<file path="config.mk">
export PLATFORM = sky130hd
export DESIGN_NAME = riscv_boot_loader
export DESIGN_NICKNAME = d
export VERILOG_FILES = /design/src/rtl/riscv_boot_loader.sv
export SDC_FILE = /design/constraint.sdc
export NUM_CORES = 1
export LEC_CHECK = 0
export BUFFER_PORTS_ARGS = -buffer_cell sky130_fd_sc_hd__clkbuf_2
export CAP_MARGIN = 10
export CORE_MARGIN = 3
export CORE_UTILIZATION = 50
export CTS_BUF_LIST = sky130_fd_sc_hd__clkbuf_16
export DETAILED_ROUTE_END_ITERATION = 8
export PLACE_DENSITY = 0.7
export REMOVE_ABC_BUFFERS = 1
export SKIP_CTS_REPAIR_TIMING = 1
export SYNTH_ARGS = -nofsm -noshare
export SYNTH_HDL_FRONTEND = slang
export SYNTH_SLANG_ARGS = --single-unit
</file>
<file path="constraint.sdc">
create_clock -name clk -period 8.5 [get_ports clk]
set_input_delay 1.7 -clock clk [delete_from_list [all_inputs] [get_ports clk]]
set_output_delay 1.7 -clock clk [all_outputs]
set_load 0.02 [all_outputs]
</file>
<file path="src/rtl/riscv_boot_loader.sv">
// rtl/riscv_boot_loader.sv - framed byte-stream image loader driving the core's instruction-memory write port
module riscv_boot_loader #(
  parameter logic [31:0] MAGIC     = 32'h4C42_5652,
  parameter int unsigned MAX_WORDS = 4096,
  parameter logic [31:0] BASE_ADDR = 32'h0000_0000
) (
  input  logic        clk,
  input  logic        reset,
  input  logic        rx_valid,
  input  logic [7:0]  rx_data,
  output logic        rx_ready,
  input  logic        reload,
  output logic        prog_en,
  output logic [31:0] prog_addr,
  output logic [31:0] prog_data,
  output logic        core_start,
  output logic        error,
  output logic [15:0] words_loaded
);

  typedef enum logic [2:0] {HUNT, LEN, LOAD, CSUM, RUN, ERR} state_t;

  state_t      state, state_n;
  logic [1:0]  idx, idx_n;
  logic [31:0] shreg, shreg_n;
  logic [31:0] csum, csum_n;
  logic [15:0] len, len_n;
  logic [15:0] count_n;
  logic        prog_en_n;
  logic [31:0] prog_addr_n, prog_data_n;
  logic        fire;
  logic [31:0] word;
  logic [7:0]  magic_byte;

  assign fire       = rx_valid & rx_ready;
  // Bytes arrive LSB first, so each one enters at the top and shifts down.
  assign word       = {rx_data, shreg[31:8]};
  assign magic_byte = MAGIC[{idx, 3'b000} +: 8];

  assign rx_ready   = ~reset & ((state == HUNT) | (state == LEN) |
                                (state == LOAD) | (state == CSUM));
  assign core_start = (state == RUN);
  assign error      = (state == ERR);

  always_comb begin
    state_n     = state;
    idx_n       = idx;
    shreg_n     = shreg;
    csum_n      = csum;
    len_n       = len;
    count_n     = words_loaded;
    prog_en_n   = 1'b0;
    prog_addr_n = prog_addr;
    prog_data_n = prog_data;
    if (reload) begin
      state_n = HUNT;
      idx_n   = 2'd0;
      shreg_n = 32'd0;
      csum_n  = 32'd0;
      count_n = 16'd0;
    end else if (fire) begin
      shreg_n = word;
      idx_n   = idx + 2'd1;
      case (state)
        HUNT: begin
          if (rx_data == magic_byte) begin
            if (idx == 2'd3) state_n = LEN;
          end else begin
            idx_n = (rx_data == MAGIC[7:0]) ? 2'd1 : 2'd0;
          end
        end
        LEN: begin
          if (idx == 2'd3) begin
            if (word == 32'd0 || word > 32'(MAX_WORDS)) begin
              state_n = ERR;
            end else begin
              state_n = LOAD;
              len_n   = word[15:0];
              count_n = 16'd0;
              csum_n  = 32'd0;
            end
          end
        end
        LOAD: begin
          if (idx == 2'd3) begin
            prog_en_n   = 1'b1;
            prog_addr_n = BASE_ADDR + {14'd0, words_loaded, 2'b00};
            prog_data_n = word;
            csum_n      = csum + word;
            count_n     = words_loaded + 16'd1;
            if (words_loaded + 16'd1 == len) state_n = CSUM;
          end
        end
        CSUM: begin
          if (idx == 2'd3) state_n = (word == csum) ? RUN : ERR;
        end
        default: ;
      endcase
    end
  end

  always_ff @(posedge clk or posedge reset) begin
    if (reset) begin
      state        <= HUNT;
      idx          <= 2'd0;
      shreg        <= 32'd0;
      csum         <= 32'd0;
      len          <= 16'd0;
      words_loaded <= 16'd0;
      prog_en      <= 1'b0;
      prog_addr    <= BASE_ADDR;
      prog_data    <= 32'd0;
    end else begin
      state        <= state_n;
      idx          <= idx_n;
      shreg        <= shreg_n;
      csum         <= csum_n;
      len          <= len_n;
      words_loaded <= count_n;
      prog_en      <= prog_en_n;
      prog_addr    <= prog_addr_n;
      prog_data    <= prog_data_n;
    end
  end

endmodule

</file>
==> metrics.md, run 1 <==
| Metric | Value |
|---|---|
| Post-DP HPWL | `13.37 mm` |
| Antenna viol nets, final | `0` |
| Port bufs | `79` |
| Tcrit/Tclk final | `0.5797` |
| Initial detailed-routing violation count | `497` |
| Final Max Slew Viols | `0` |
| Site Rows | `45` |
| Synth Warn # | `0` |
| Worst hold path type | `reg -> reg` |
| Post-Syn Instances | `894` |
| Post-synth cell types | `62` |
| Worst Setup End Kind | `flip-flop` |
| TritonCTS Buffers | `17` |
| Vias in the first global route | `6421` |
| Drt wl/cell | `16.93 um` |
| Core Region | `15430 sq um` |
| Tmin final | `4.928 ns` |
| Vias per Instance | `5.672` |
| Worst Path Max Fanout | `59` |
| Routed WL | `19.74 mm` |
| Leakage | `0.004640 uW` |
| Worst Setup Path Type | `in -> reg` |
| CTS Buffer Depth | `2` |
| Fmax | `0.2029 GHz` |
| Cells on worst reg2reg path | `9` |
| Worst Setup Start Kind | `input port` |
| RSZ-0062 raised after global routing | `false` |
| Pwr dens | `170.7 nW/um^2` |
| Total power | `1552 uW` |
| Io pins | `96` |
| Status | `completed` |
| CTS tree | `built` |
| ANT cells | `0` |
| Number of synthesized register bits | `142` |
| Post-synth top flop | `dfrtp_1` |
| Most common cell after layout, fill and taps aside | `nand2_1` |
| H-Tree Depth | `4` |
| Area grow syn2layout | `13.42%` |
| Die width | `132.6 um` |
| Die extent in y | `132.6 um` |
| Worst vdd ir | `137.6 uV` |
| EDFF count, synth | `0` |
| Number of nets in the layout | `989` |
| Largest net degree at the start of global routing | `84` |
| Setup Skew | `0.007631 ns` |
| Register area share after synthesis | `0.4433` |
| Initial antenna violation count | `0` |
| Worst slew pin tran | `1.189 ns` |
| Crit path DAT | `5.25 ns` |
| CTS root buf | `clkbuf_16` |
| Final Hold Vio Count | `0` |
| Full die area | `17590 sq um` |
| Most frequent cells in the layout | `nand2_1 (207), dfrtp_1 (142), clkbuf_2 (79), o21ai_0 (74), a21oi_1 (43)` |
| First-pass GRT wire length | `32.87 mm` |
| Worst skew pair latency | `0.42 ns` |
| CTS clk-pin slew, worst paths | `0.06 ns` |
| GP Congestion | `0.9494` |
| Worst rel slew slack | `0.2035` |
| Hold Path Depth | `2` |
| Initial Utilization | `0.5195` |
| Syn avg cell area | `8.966 sq um` |
| Clock sinks | `142` |
| DRC viols | `0` |
| Layout cell share with drive strength beyond 1 | `0.1424` |
| Setup_tns | `0 ns` |
| Async SR Flop Fraction | `1.000` |
| GRT Util Overall | `0.2290` |
| DR pass1 iterations | `5` |
| Total number of vias | `6614` |
| WP data required | `8.83 ns` |
| Max_cap viols | `0` |
| Final setup violation count | `0` |
| Synthesized area | `8015 sq um` |
| Grt ovf | `0` |
==> area by class of cell <==
class	instances	area, sq um
Fill cell	1399	6336
Clock buffer	17	425.4
Multi-Input combinational cell	682	4143
Tap cell	211	264.0
Sequential cell	142	3553
Inverter	14	57.56
Timing Repair Buffer	85	440.4
Clock inverter	15	207.7
==> report_power, final <==
group | internal (uW) | switching, uW
Combinational | 15.9 | 48.6
Sequential | 678 | 6.33
Clock | 497 | 305
==> worst paths after layout <==
| check | from | end | slack, ns |
|---|---|---|---|
| setup / recovery | reset | words_loaded[9] | 3.57 |
| hold / removal | prog_data[21] | prog_data[21] | 0.47 |
| setup reg to reg | state[2] | words_loaded[9] | 4.46 |
| hold reg to reg | prog_data[21] | prog_data[21] | 0.47 |
| max in group asynchronous | reset | shreg[23] | 5.83 |
| min in group asynchronous | reset | prog_data[30] | 1.44 |
==> per-stage QoR <==
step           instance area [sq um]  worst slack [ns]    util  std cells  hold WS [ns]
4_1_cts                         9091             3.509  0.5893       1166        0.4768
3_3_place_gp                    8458             3.119  0.5483       1134        0.4575
2_1_floorplan                   7722             1.773       -        838        0.4538
3_5_place_dp                    8458             3.091  0.5483       1134        0.4622
6_report                        9091             3.572  0.5893       1166        0.4730
5_1_grt                         9091             3.166  0.5893       1166        0.4921
==> flip-flops by register name, summed over array words and instances, names as in the netlist <==
name,flops
words_loaded,16
len,16
prog_data,32
prog_en,1
idx,2
state,3
prog_addr,16
csum,32
shreg,24
==> kinds of logic (layout without fill, tap and decap cells) <==
logic type / Yosys count / after routing / share of synthesized area
xor+xnor: 53 / 53 / 0.05791
fa+ha+maj: 35 / 35 / 0.05557
simple gates: 342 / 342 / 0.1925
mux: 14 / 14 / 0.02076
flops: 142 / 142 / 0.4433
compound gates: 222 / 222 / 0.1794
other cells: 1 / 16 / 0.0004679
buf+inv: 85 / 131 / 0.05011
==> layer usage <==
| layer | track usage | wire, um | vias to the layer above |
|---|---|---|---|
| met5 | 0 | 0 | - |
| met4 | 0.05716 | 306 | 0 |
| met3 | 0.04373 | 900 | 28 |
| met2 | 0.3939 | 9920 | 184 |
| met1 | 0.2994 | 8606 | 3183 |
| li1 | - | - | 3219 |
==> worst max-delay path: stages <==
cell      delay, ns
clkbuf_2       0.13
nor3b_1        0.44
nor2b_2        1.03
nand3_4        0.57
buf_4          0.49
inv_2          0.12
buf_4          0.39
and2_1         0.19
o21ai_0        0.07
o31ai_1        0.09
==> Yosys cell counts (3+ instances only) <==
cell type,n,share of area
o31ai_1,9,0.0084
mux2_4,3,0.0056
o311ai_0,3,0.0033
o21bai_1,3,0.0028
or3_1,4,0.0031
o21a_1,5,0.0047
nand4_1,14,0.011
nand2b_1,5,0.0039
a41oi_1,3,0.0033
a22oi_1,4,0.0037
clkbuf_1,42,0.020
buf_1,8,0.0037
xor2_1,24,0.026
buf_2,3,0.0019
a21oi_1,44,0.027
a22o_1,29,0.032
buf_4,16,0.015
nand3_1,18,0.011
ha_1,34,0.053
nand2_1,207,0.097
inv_1,13,0.0061
nor3_1,13,0.0081
mux2_2,9,0.013
dfrtp_1,142,0.44
a21o_1,18,0.017
o21ai_0,74,0.046
nor4_1,14,0.011
nor3b_1,5,0.0047
nor2_1,30,0.014
a31oi_1,8,0.0062
and3_1,7,0.0055
nor2b_1,5,0.0039
o2111ai_1,4,0.0044
xnor2_1,29,0.032
and2_1,13,0.010
No activity file was read; power rests on OpenSTA's default activity.
==> run 2: changes to the inputs <==
==> constraint.sdc (replaced) <==
create_clock -name clk -period 5.1 [get_ports clk]
set_input_delay 1.02 -clock clk [delete_from_list [all_inputs] [get_ports clk]]
set_output_delay 1.02 -clock clk [all_outputs]
set_load 0.02 [all_outputs]
==> run 2 against run 1 <==
Compared with the run above:
- final area decreased by 0.87%
- clock power increased by 43%
- global-route usage is 0.22 points lower
- count of clock-buffer cells in the layout did not move
- worst setup slack worse by 1.7 ns
- sequential share of layout area rose by 0.34 points
- hold slack got worse by 0.0019 ns
- critical path depth is 1 lower
- critical endpoint is now csum[31]
- largest cell class unchanged
- largest power group unchanged
==> metrics.md, run 2 (synthesized netlist as in run 1, its figures left out) <==
| Metric | Value |
|---|---|
| Reg power frac | `0.476` |
| Layout cell share with drive strength beyond 1 | `0.1412` |
| CTS Buffer Depth | `2` |
| Final Hold Vio Count | `0` |
| Initial detailed-routing violation count | `419` |
| Status | `completed` |
| Number of nets in the layout | `990` |
| TritonCTS Buffers | `17` |
| Worst Setup End Kind | `flip-flop` |
| Vias in the first global route | `6344` |
| CTS tree | `built` |
| Full die area | `17590 sq um` |
| Leakage | `0.004598 uW` |
| CTS root buf | `clkbuf_16` |
| Routed WL | `19.61 mm` |
| Total number of vias | `6680` |
| H-Tree Depth | `4` |
| CP max stage cell | `nor3_1` |
| Largest regs | `csum: 32 flops, prog_data: 32 flops, shreg: 24 flops` |
| Grt ovf | `0` |
| Most frequent cells in the layout | `nand2_1 (207), dfrtp_1 (142), clkbuf_2 (79), o21ai_0 (74), a21oi_1 (43)` |
| Die width | `132.6 um` |
| Tmin final | `3.253 ns` |
| Antenna viol nets, final | `0` |
| Worst Setup Start Kind | `flip-flop` |
| Clk pwr share | `0.478` |
| Largest stage delay on the critical path | `0.56 ns` |
| Final Max Slew Viols | `0` |
| Final setup violation count | `0` |
| Largest net degree at the start of global routing | `100` |
| NetSw | `573.2 uW` |
| Int Power | `1823 uW` |
| Post-DP HPWL | `13.17 mm` |
| Core Region | `15430 sq um` |
| Vias per Instance | `5.724` |
| Initial Utilization | `0.5195` |
| Max_cap viols | `0` |
| Drt wl/cell | `16.80 um` |
| Worst rel slew slack | `0.3272` |
| Initial antenna violation count | `0` |
| Most common cell after layout, fill and taps aside | `nand2_1` |
| Sw Share | `0.2392` |
| Cell breakdown of the critical path | `ha_1, o211a_1, a2111oi_2, nor4_1, nor3_1, o311ai_0, a31oi_1, xnor2_1, o21ai_0` |
| Cells on worst reg2reg path | `9` |
| WP data required | `5.36 ns` |
| RSZ-0062 raised after global routing | `false` |
| DP Cell Count | `1135` |
| Tcrit/Tclk final | `0.6378` |
| Setup Skew | `0.007513 ns` |
| Port bufs | `79` |
| Worst skew pair latency | `0.43 ns` |
| Worst vdd ir | `266.9 uV` |
| GP Congestion | `0.9100` |
| Comb power frac | `0.045` |
| Crit path DAT | `3.52 ns` |
| Final core occ | `0.5842` |
| Worst hold path type | `reg -> reg` |
| DRC viols | `0` |
| Worst slew pin tran | `1.009 ns` |
| Die extent in y | `132.6 um` |
| Pwr dens | `265.9 nW/um^2` |
| Clock sinks | `142` |
| Worst Path Max Fanout | `5` |
| Area grow syn2layout | `12.44%` |
| CTS clk-pin slew, worst paths | `0.06 ns` |
| Io pins | `96` |
| First-pass GRT wire length | `32.32 mm` |
| Site Rows | `45` |
| Non-Filler Instances | `1167` |
| ANT cells | `0` |
| Fmax | `0.3074 GHz` |
| Hold Path Depth | `2` |
| DR pass1 iterations | `6` |
| Worst Setup Path Type | `reg -> reg` |
| GRT Util Overall | `0.2268` |
[run 2: changes by cell type in the layout (fill, tap and decap cells not counted), sizes merged]
cell / previous run / this run
buf: 6 / 7
clkinv: 4 / 6
inv: 20 / 18
clkinvlp: 1 / 4
bufinv: 4 / 1
[run 2: area by class of cell]
cell class,count,area (sq um)
Clock buffer,17,425.4
Inverter,14,57.56
Clock inverter,15,121.4
Tap cell,211,264.0
Sequential cell,142,3553
Multi-Input combinational cell,682,4143
Timing Repair Buffer,86,447.9
Fill cell,1403,6415
[run 2: power by group through the flow]
| stage | Clock (uW) | Sequential, uW | Combinational [uW] |
|---|---|---|---|
| global route | 1230 | 1140 | 121 |
| finish | 1150 | 1140 | 109 |
| global placement | 0 | 1160 | 108 |
| detailed placement | 0 | 1160 | 108 |
| CTS | 1170 | 1140 | 110 |
| floorplan | 0 | 1160 | 73.1 |
[run 2: path summary, 6_finish.rpt]
path | start | slack [ns] | endpoint
hold / removal | prog_addr[16] | 0.47 | prog_addr[16]
setup reg to reg | shreg[10] | 1.85 | csum[31]
setup / recovery | shreg[10] | 1.85 | csum[31]
min in group asynchronous | reset | 0.68 | prog_data[26]
max in group asynchronous | reset | 3.03 | prog_addr[15]
hold reg to reg | prog_addr[16] | 0.47 | prog_addr[16]
[run 2: per-stage QoR]
step	hold WS (ns)	TNS, ns	cell area (sq um)	total power [uW]	setup WS [ns]
finish	0.4711	0	9012	2397	1.847
global route	0.4922	0	9012	2493	1.659
CTS	0.4762	0	9012	2425	1.821
detailed placement	0.4615	0	8466	1270	1.516
global placement	0.4570	0	8466	1270	1.583
floorplan	0.4538	-52.78	7722	1229	-0.9472
[run 2: critical path, delay by kind of cell (launching register included)]
| family | cells | cell delay, ns |
|---|---|---|
| simple gates | 2 | 0.70 |
| compound gates | 5 | 1.43 |
| fa+ha+maj | 1 | 0.39 |
| flops | 1 | 0.45 |
| xor+xnor | 1 | 0.13 |
[run 2: per-layer routing]
layer / global-route usage / wire, um
met5: 0 / 0
met4: 0.06986 / 340
met2: 0.3795 / 9664
met3: 0.05057 / 1038
met1: 0.2955 / 8566
==> run 3: changes to the inputs <==
==> constraint.sdc (replaced) <==
create_clock -name clk -period 3 [get_ports clk]
set_input_delay 0.6 -clock clk [delete_from_list [all_inputs] [get_ports clk]]
set_output_delay 0.6 -clock clk [all_outputs]
set_load 0.02 [all_outputs]
==> run 3 against run 2 <==
Compared with the run above:
- sequential share of layout area shrank 1.5 points
- highest routed layer unchanged
- total power grew 79%
- sequential cell count is the same
- global-route usage grew 1.1 points
- clock skew grew 0.00076 ns
- critical endpoint is now csum[27]
- register-to-register slack lost 1.6 ns
==> metrics.md, run 3 (synthesized netlist as in run 1, its figures left out) <==
| Metric | Value |
|---|---|
| Status | `completed` |
| Site Rows | `45` |
| Worst skew pair latency | `0.43 ns` |
| Core Region | `15430 sq um` |
| Final setup violation count | `0` |
| Max_cap viols | `0` |
| Final Hold Vio Count | `0` |
| Final Max Slew Viols | `0` |
| Largest regs | `csum: 32 flops, prog_data: 32 flops, shreg: 24 flops` |
| Initial Utilization | `0.5195` |
| Worst R2R Setup Slack | `0.21 ns` |
| Comb power frac | `0.047` |
| CTS tree | `built` |
| RSZ-0062 raised after global routing | `false` |
| Clk pwr share | `0.499` |
| Die extent in y | `132.6 um` |
| Tmin final | `2.793 ns` |
| Worst vdd ir | `398.5 uV` |
| CTS root buf | `clkbuf_16` |
| ANT cells | `0` |
| Most frequent cells in the layout | `nand2_1 (207), dfrtp_1 (142), clkbuf_2 (79), o21ai_0 (74), a21oi_1 (42)` |
| First-pass GRT wire length | `33.89 mm` |
| Pwr dens | `456.5 nW/um^2` |
| Reg2Reg Launch Point | `shreg[19]` |
| DR pass1 iterations | `5` |
| Vias in the first global route | `6716` |
| Filler instances | `1398` |
| Worst Setup Path Type | `reg -> reg` |
| Most common cell after layout, fill and taps aside | `nand2_1` |
| CP max stage cell | `dfrtp_1` |
| Vias per Instance | `5.680` |
| H-Tree Depth | `4` |
| Area taken by multi-input logic gates | `4170 sq um` |
| Area grow syn2layout | `17.00%` |
| Port bufs | `79` |
| Cell breakdown of the critical path | `ha_1, o21ai_0, a21oi_1, o21a_1, nor3_1, buf_4, o311ai_0, a21oi_1, xor2_1, o21ai_0` |
| Total power | `4281 uW` |
| DRC viols | `0` |
| Initial antenna violation count | `0` |
| Worst hold path type | `in -> async` |
| Die width | `132.6 um` |
| Int Power | `3282 uW` |
| TritonCTS Buffers | `17` |
| CTS clk-pin slew, worst paths | `0.06 ns` |
| Tcrit/Tclk final | `0.9310` |
| Post-DP HPWL | `14.26 mm` |
| Total number of vias | `6810` |
| Antenna viol nets, final | `0` |
| Grt ovf | `0` |
| Cells on worst reg2reg path | `10` |
| Worst Path Max Fanout | `7` |
| Setup Skew | `0.008275 ns` |
| Worst rel slew slack | `0.4898` |
| Layout cell share with drive strength beyond 1 | `0.1721` |
| Worst path bufs/invs | `1` |
| Setup_tns | `0 ns` |
| Reg2reg end | `csum[27]` |
| Sw Share | `0.2332` |
| Clock sinks | `142` |
| Full die area | `17590 sq um` |
| Reg power frac | `0.453` |
| Routed WL | `20.53 mm` |
| NetSw | `998.3 uW` |
| Initial detailed-routing violation count | `311` |
| Fmax | `0.3580 GHz` |
| GRT Util Overall | `0.2381` |
| Crit path DAT | `3.14 ns` |
| Largest net degree at the start of global routing | `143` |
| CTS Buffer Depth | `2` |
| Largest stage delay on the critical path | `0.52 ns` |
| Leakage | `0.004807 uW` |
| Worst Setup Start Kind | `flip-flop` |
| Io pins | `96` |
| Worst Setup End Kind | `flip-flop` |
| Worst slew pin tran | `0.7653 ns` |
| Drt wl/cell | `17.12 um` |
| Kind of cell adding the most delay to the critical path | `compound AO/OA/AOI/OAI gates` |
| Storage cell area | `3553 sq um` |
| GP Congestion | `0.9113` |
| WP data required | `3.35 ns` |
| Number of nets in the layout | `1022` |
-- run 3: worst reg2reg max path, stage by stage (launching register included) --
cell and delay, ns:
dfrtp_1 0.52, ha_1 0.51, o21ai_0 0.17, a21oi_1 0.33, o21a_1 0.18, nor3_1 0.05
buf_4 0.16, o311ai_0 0.36, a21oi_1 0.14, xor2_1 0.16, o21ai_0 0.14
-- run 3: power groups by stage --
stage / Sequential [uW] / Clock (uW) / Combinational, uW
6_report: 1940 / 2140 / 203
5_1_grt: 1940 / 2250 / 224
4_1_cts: 1940 / 2160 / 204
3_5_place_dp: 1970 / 0 / 204
3_3_place_gp: 1970 / 0 / 202
2_1_floorplan: 1970 / 0 / 124
-- run 3: per-layer routing --
| layer | part of all wire | wire (um) | GRT usage |
|---|---|---|---|
| met5 | 0 | 0 | 0 |
| met1 | 0.45 | 9174 | 0.3057 |
| met3 | 0.048 | 990 | 0.04791 |
| met2 | 0.47 | 9658 | 0.3965 |
| met4 | 0.034 | 704 | 0.09527 |
-- run 3: worst max path at each step --
stage / startpoint / end / slack [ns] / depth (start not counted)
2_1_floorplan: reset / csum[30] / -2.63 / 7
3_3_place_gp: rx_data[0] / len[2] / 0.16 / 9
3_5_place_dp: csum[0] / csum[28] / 0.11 / 11
4_1_cts: csum[0] / csum[28] / 0.10 / 11
5_1_grt: shreg[8] / csum[28] / 0.01 / 11
6_report: shreg[19] / csum[27] / 0.21 / 10
-- run 3: cell type report --
| type | instances | area share |
|---|---|---|
| multi-input combinational | 682 | 0.4447 |
| sequential | 142 | 0.3789 |
| timing repair buffer | 118 | 0.07872 |
| clock buffer | 17 | 0.04536 |
| tap | 211 | 0.02815 |
| clock inverter | 15 | 0.01801 |
| inverter | 14 | 0.006137 |
-- run 3: per-stage QoR --
step	cells	area [sq um]	hold slack, ns	setup WS (ns)	utilization
after global routing	1199	9378	0.4577	0.01077	0.6079
after detailed placement	1167	8756	0.4611	0.1109	0.5676
after CTS	1199	9350	0.4438	0.1035	0.6061
after floorplan	838	7722	0.4538	-2.627	-
final	1199	9378	0.4190	0.2069	0.6079
after global placement	1167	8756	0.4575	0.1629	0.5676
